$ cat config.mk
export PLATFORM = sky130hd
export DESIGN_NAME = mc_control
export DESIGN_NICKNAME = d
export VERILOG_FILES = /design/src/rtl/mc_control.sv
export SDC_FILE = /design/constraint.sdc
export NUM_CORES = 1
export LEC_CHECK = 0
export ABC_AREA = 1
export CORE_AREA = 2 2 39 41
export CTS_CLUSTER_SIZE = 14
export DETAILED_ROUTE_END_ITERATION = 10
export DIE_AREA = 0 0 41 43
export PLACE_DENSITY = 0.74
export SKIP_LAST_GASP = 1
export SYNTH_ARGS = -nofsm -noshare
export SYNTH_HDL_FRONTEND = slang
export SYNTH_SLANG_ARGS = --single-unit
$ cat constraint.sdc
create_clock -name clk -period 1.32 [get_ports clk]
set_input_delay 0.132 -clock clk [delete_from_list [all_inputs] [get_ports clk]]
set_output_delay 0.132 -clock clk [all_outputs]
set_load 0.02 [all_outputs]
$ cat src/rtl/mc_control.sv
// ---------------------------------------------------------------------------
// mc_control -- main control unit of a multi-cycle MIPS-style datapath.
//
// A Moore FSM. The outputs are decoded from the state register alone, so there
// is no combinational path from opcode to any output. The reset input also
// forces every control output to 0 while it is high, because the FETCH state
// would otherwise assert pcwrite, memread and irwrite during reset.
//
// Optional feature: define MC_CONTROL_ORI_EN to enable the ori instruction
// (ORIEX/ORIWB states). If it is not defined, opcode 001101 is an illegal
// opcode and codes 10-11 behave like every other unused code.
//
// Ports:
//   clk          in   clock; all state updates occur on its rising edge
//   reset        in   asynchronous, active-high reset
//   opcode[5:0]  in   instruction[31:26]; sampled only in DECODE and MEMADR
//   pcwrite, pcwritecond, iord, memread, memwrite, memtoreg, irwrite,
//   alusrca, regwrite, regdst
//                out  datapath enables and mux selects
//   alusrcb[1:0] out  ALU B select (00 B, 01 4, 10 imm, 11 imm<<2)
//   pcsource[1:0] out PC select (00 ALU, 01 ALUOut, 10 jump target)
//   aluop1/aluop0 out ALU control (00 add, 01 sub, 10 decoded)
//   state[3:0]   out  current state code (debug)
// ---------------------------------------------------------------------------
module mc_control (
    input  logic       clk,
    input  logic       reset,
    input  logic [5:0] opcode,
    output logic       pcwrite,
    output logic       pcwritecond,
    output logic       iord,
    output logic       memread,
    output logic       memwrite,
    output logic       memtoreg,
    output logic       irwrite,
    output logic       alusrca,
    output logic       regwrite,
    output logic       regdst,
    output logic [1:0] alusrcb,
    output logic [1:0] pcsource,
    output logic       aluop1,
    output logic       aluop0,
    output logic [3:0] state
);

    localparam logic [5:0] OP_LW  = 6'b100011;
    localparam logic [5:0] OP_SW  = 6'b101011;
    localparam logic [5:0] OP_RT  = 6'b000000;
    localparam logic [5:0] OP_BEQ = 6'b000100;
    localparam logic [5:0] OP_J   = 6'b000010;
`ifdef MC_CONTROL_ORI_EN
    localparam logic [5:0] OP_ORI = 6'b001101;
`endif

    typedef enum logic [3:0] {
        S_FETCH  = 4'd0,
        S_DECODE = 4'd1,
        S_MEMADR = 4'd2,
        S_MEMRD  = 4'd3,
        S_MEMWB  = 4'd4,
        S_MEMWR  = 4'd5,
        S_EXEC   = 4'd6,
        S_RWB    = 4'd7,
        S_BRANCH = 4'd8,
        S_JUMP   = 4'd9,
        S_ORIEX  = 4'd10,
        S_ORIWB  = 4'd11
    } state_t;

    state_t     r_state;
    logic [1:0] w_aluop;

    always_ff @(posedge clk or posedge reset) begin
        if (reset) begin
            r_state <= S_FETCH;
        end else begin
            case (r_state)
                S_FETCH:  r_state <= S_DECODE;
                S_DECODE: begin
                    case (opcode)
                        OP_LW, OP_SW: r_state <= S_MEMADR;
                        OP_RT:        r_state <= S_EXEC;
                        OP_BEQ:       r_state <= S_BRANCH;
                        OP_J:         r_state <= S_JUMP;
`ifdef MC_CONTROL_ORI_EN
                        OP_ORI:       r_state <= S_ORIEX;
`endif
                        // Illegal opcodes retire as a 2-cycle NOP.
                        default:      r_state <= S_FETCH;
                    endcase
                end
                S_MEMADR: r_state <= (opcode == OP_LW) ? S_MEMRD : S_MEMWR;
                S_MEMRD:  r_state <= S_MEMWB;
                S_MEMWB:  r_state <= S_FETCH;
                S_MEMWR:  r_state <= S_FETCH;
                S_EXEC:   r_state <= S_RWB;
                S_RWB:    r_state <= S_FETCH;
                S_BRANCH: r_state <= S_FETCH;
                S_JUMP:   r_state <= S_FETCH;
`ifdef MC_CONTROL_ORI_EN
                S_ORIEX:  r_state <= S_ORIWB;
                S_ORIWB:  r_state <= S_FETCH;
`endif
                // Unused codes recover to FETCH.
                default:  r_state <= S_FETCH;
            endcase
        end
    end

    // Output decode from the state register only. Reset gating makes the
    // write enables drop immediately when reset aborts an instruction.
    always_comb begin
        pcwrite     = 1'b0;
        pcwritecond = 1'b0;
        iord        = 1'b0;
        memread     = 1'b0;
        memwrite    = 1'b0;
        memtoreg    = 1'b0;
        irwrite     = 1'b0;
        alusrca     = 1'b0;
        regwrite    = 1'b0;
        regdst      = 1'b0;
        alusrcb     = 2'b00;
        pcsource    = 2'b00;
        w_aluop     = 2'b00;
        if (!reset) begin
            case (r_state)
                S_FETCH: begin
                    memread = 1'b1;
                    irwrite = 1'b1;
                    alusrcb = 2'b01;
                    pcwrite = 1'b1;
                end
                S_DECODE: alusrcb = 2'b11;
                S_MEMADR: begin
                    alusrca = 1'b1;
                    alusrcb = 2'b10;
                end
                S_MEMRD: begin
                    memread = 1'b1;
                    iord    = 1'b1;
                end
                S_MEMWB: begin
                    regwrite = 1'b1;
                    memtoreg = 1'b1;
                end
                S_MEMWR: begin
                    memwrite = 1'b1;
                    iord     = 1'b1;
                end
                S_EXEC: begin
                    alusrca = 1'b1;
                    w_aluop = 2'b10;
                end
                S_RWB: begin
                    regwrite = 1'b1;
                    regdst   = 1'b1;
                end
                S_BRANCH: begin
                    alusrca     = 1'b1;
                    w_aluop     = 2'b01;
                    pcwritecond = 1'b1;
                    pcsource    = 2'b01;
                end
                S_JUMP: begin
                    pcwrite  = 1'b1;
                    pcsource = 2'b10;
                end
`ifdef MC_CONTROL_ORI_EN
                S_ORIEX: begin
                    alusrca = 1'b1;
                    alusrcb = 2'b10;
                    w_aluop = 2'b10;
                end
                S_ORIWB: regwrite = 1'b1;
`endif
                default: ;
            endcase
        end
    end

    assign aluop1 = w_aluop[1];
    assign aluop0 = w_aluop[0];
    assign state  = r_state;

endmodule

==> results.py <==
metrics = {
    "floorplan": {
        "die_h_um": 43,
        "die_w_um": 41,
        "dieArea_sq_um": 1760,
        "initial_core_util": 0.317,
        "core_area_sq_um": 1380,
        "ios": 28,
        "fp-row-count": 14,
    },
    "layout": {
        "final_util": 0.711,
        "final_cell_mix": "buf_4, nor2_1, inv_1, nand2_1, buf_6",
        "antennaDiodeCount": 0,
        "nets": 139,
        "final_common_cell": "buf_4",
        "fin_cells": 145,
        "area_growth_pct": 124,
        "final_area_sq_um": 983,
        "largest_reg_flops": 4,
        "drive_above_1_share": 0.558,
    },
    "status": {
        "status": "complete, but fails checks",
        "violations": "negative setup slack",
    },
    "sta": {
        "worst_slew_pin_slew_ps": 227,
        "worst_clock_skew_ps": 6.43,
        "worst_slack_ps": -134,
        "period_needed_ps": 1450,
        "rsz0062_at_grt": "yes",
        "fmax_ghz": 0.688,
        "finalSetupTns_ps": -1170,
        "period_share": 1.10,
        "slew_headroom": 0.849,
        "final-setup-viol-count": 16,
        "final_max_slew_viol_count": 0,
        "fin_hold_ws_ps": 265,
        "hold_viol_final": 0,
    },
    "synth": {
        "synth.distinct_cells": 18,
        "ys_seq_area_frac": 0.228,
        "synthesis.nets": 88,
        "synth_area_sq_um": 439,
        "synth_seq_cells": 4,
        "yosysWarnings": 0,
        "synth_area_per_cell_sq_um": 5.49,
        "syn_inst": 80,
    },
    "global_route": {
        "grt_usage": 0.197,
        "grt_max_degree": 8,
        "gr-total-overflow": 0,
        "grt_pass1_wl_um": 2410,
        "grt_pass1_vias": 611,
        "antenna_found_initial": 0,
    },
    "power": {
        "power.density_nw_per_um2": 1180,
        "total_power_mw": 1.16,
        "p_leak_nw": 0.494,
        "ir_drop_mv": 0.678,
    },
    "cts": {
        "clk_pin_slew_ps": 40,
        "clock_latency_ps": 240,
        "cts_hold_buf": 0,
        "ctsLongestPathBuffers": 2,
        "cts-buffers-inserted": 3,
        "ctsRootBufferMaster": "clkbuf_4",
        "cts.sinks": 4,
        "cts_tree": "built",
        "htreeDepth": 1,
    },
    "route": {
        "vias_per_cell": 4.70,
        "wirelength_um": 1710,
        "wl_per_cell_um": 11.8,
        "vias": 681,
        "dr.first_iter.drc_count": 21,
        "drt_first_pass_iters": 4,
        "antenna_left": 0,
        "drc": 0,
    },
    "critical_path": {
        "crit_type": "reg -> out",
        "crit_chain": "inv_2 > nand2_1 > a211oi_2 > buf_4",
        "ff2ff_path_depth": 7,
        "critPathLaunchType": "register",
        "crit_arrival_ps": 1320,
        "crit_fanout": 7,
        "crit_family": "flip-flops",
        "crit_slowest_cell": "dfrtp_2",
        "critPathLaunch": "state[0]",
        "crit_required_ps": 1190,
        "cp.depth": 4,
        "worstPathBufferInverterCount": 2,
        "critPathCaptureType": "output pin",
        "rr_startpoint": "state[3]",
        "cpPeakStageDelay_ps": 490,
    },
    "placed_design": {
        "placed_cell_area_sq_um": 860,
        "post-place-ws_ps": -416,
        "hpwl_um": 1140,
        "dp.cells": 136,
        "place_congestion": 0.770,
        "port_buffers": 27,
    },
    "worst_hold_path": {
        "min_path_type": "in -> async",
    },
    "run": {
        "cap_viol_max_count": 0,
    },
}
## worst min-delay path, delay by kind of cell
family   cells  cell delay (ps)
buf+inv      3              710
## routing by layer
metal  wire (um)  global-route usage  up-vias
met1         621               0.205      302
met2         971               0.369       28
met3         107              0.0157        2
met5           0                   0        -
li1            -                   -      349
met4           9              0.0800        0
## report_power, final
group          switching (mW)  total, mW  leakage [nW]  internal, mW
sequential             0.0654      0.212        0.0473         0.147
clock                  0.0589      0.161        0.0138         0.102
combinational           0.387      0.788         0.433         0.401
total                   0.511       1.16         0.494         0.651
## synth_stat cells, drive strengths merged
cell	n	area share
buf	3	0.046
a31oi	1	0.014
nor2	25	0.24
nand3	8	0.091
dfrtp	4	0.23
a21oi	3	0.034
nor3	2	0.023
o22ai	1	0.014
o21ai	1	0.011
nand3b	1	0.017
nand4	1	0.014
nand2	15	0.13
inv	14	0.12
a211oi	1	0.017
## what timing repair did
action                     CTS  global route
setup endpoints to repair   20            21
buffers inserted             3             6
pin swaps                    2             8
gates resized for setup     88            34
## final timing paths
check / to / slack [ps]
max: alusrcb[1] / -130
min: state[0] / 270
max reg2reg: state[3] / 40
min reg2reg: state[0] / 860
max in group asynchronous: state[3] / 940
min in group clk: state[3] / 580
## logic make-up (layout without fill, tap and decap cells)
group	after synthesis	count (layout)	synth area share
simple gates	52	52	0.516
flops	4	4	0.228
buf+inv	17	66	0.165
compound gates	7	7	0.0912
## area by class of cell
cell class | count | area, sq um
inverters | 14 | 52.6
repair buffers | 49 | 417
clock buffers | 3 | 22.5
fillers | 112 | 400
flip-flops and latches | 4 | 105
multi-input cells | 59 | 367
well taps | 16 | 20.0
(Power assumes the default switching activity.)
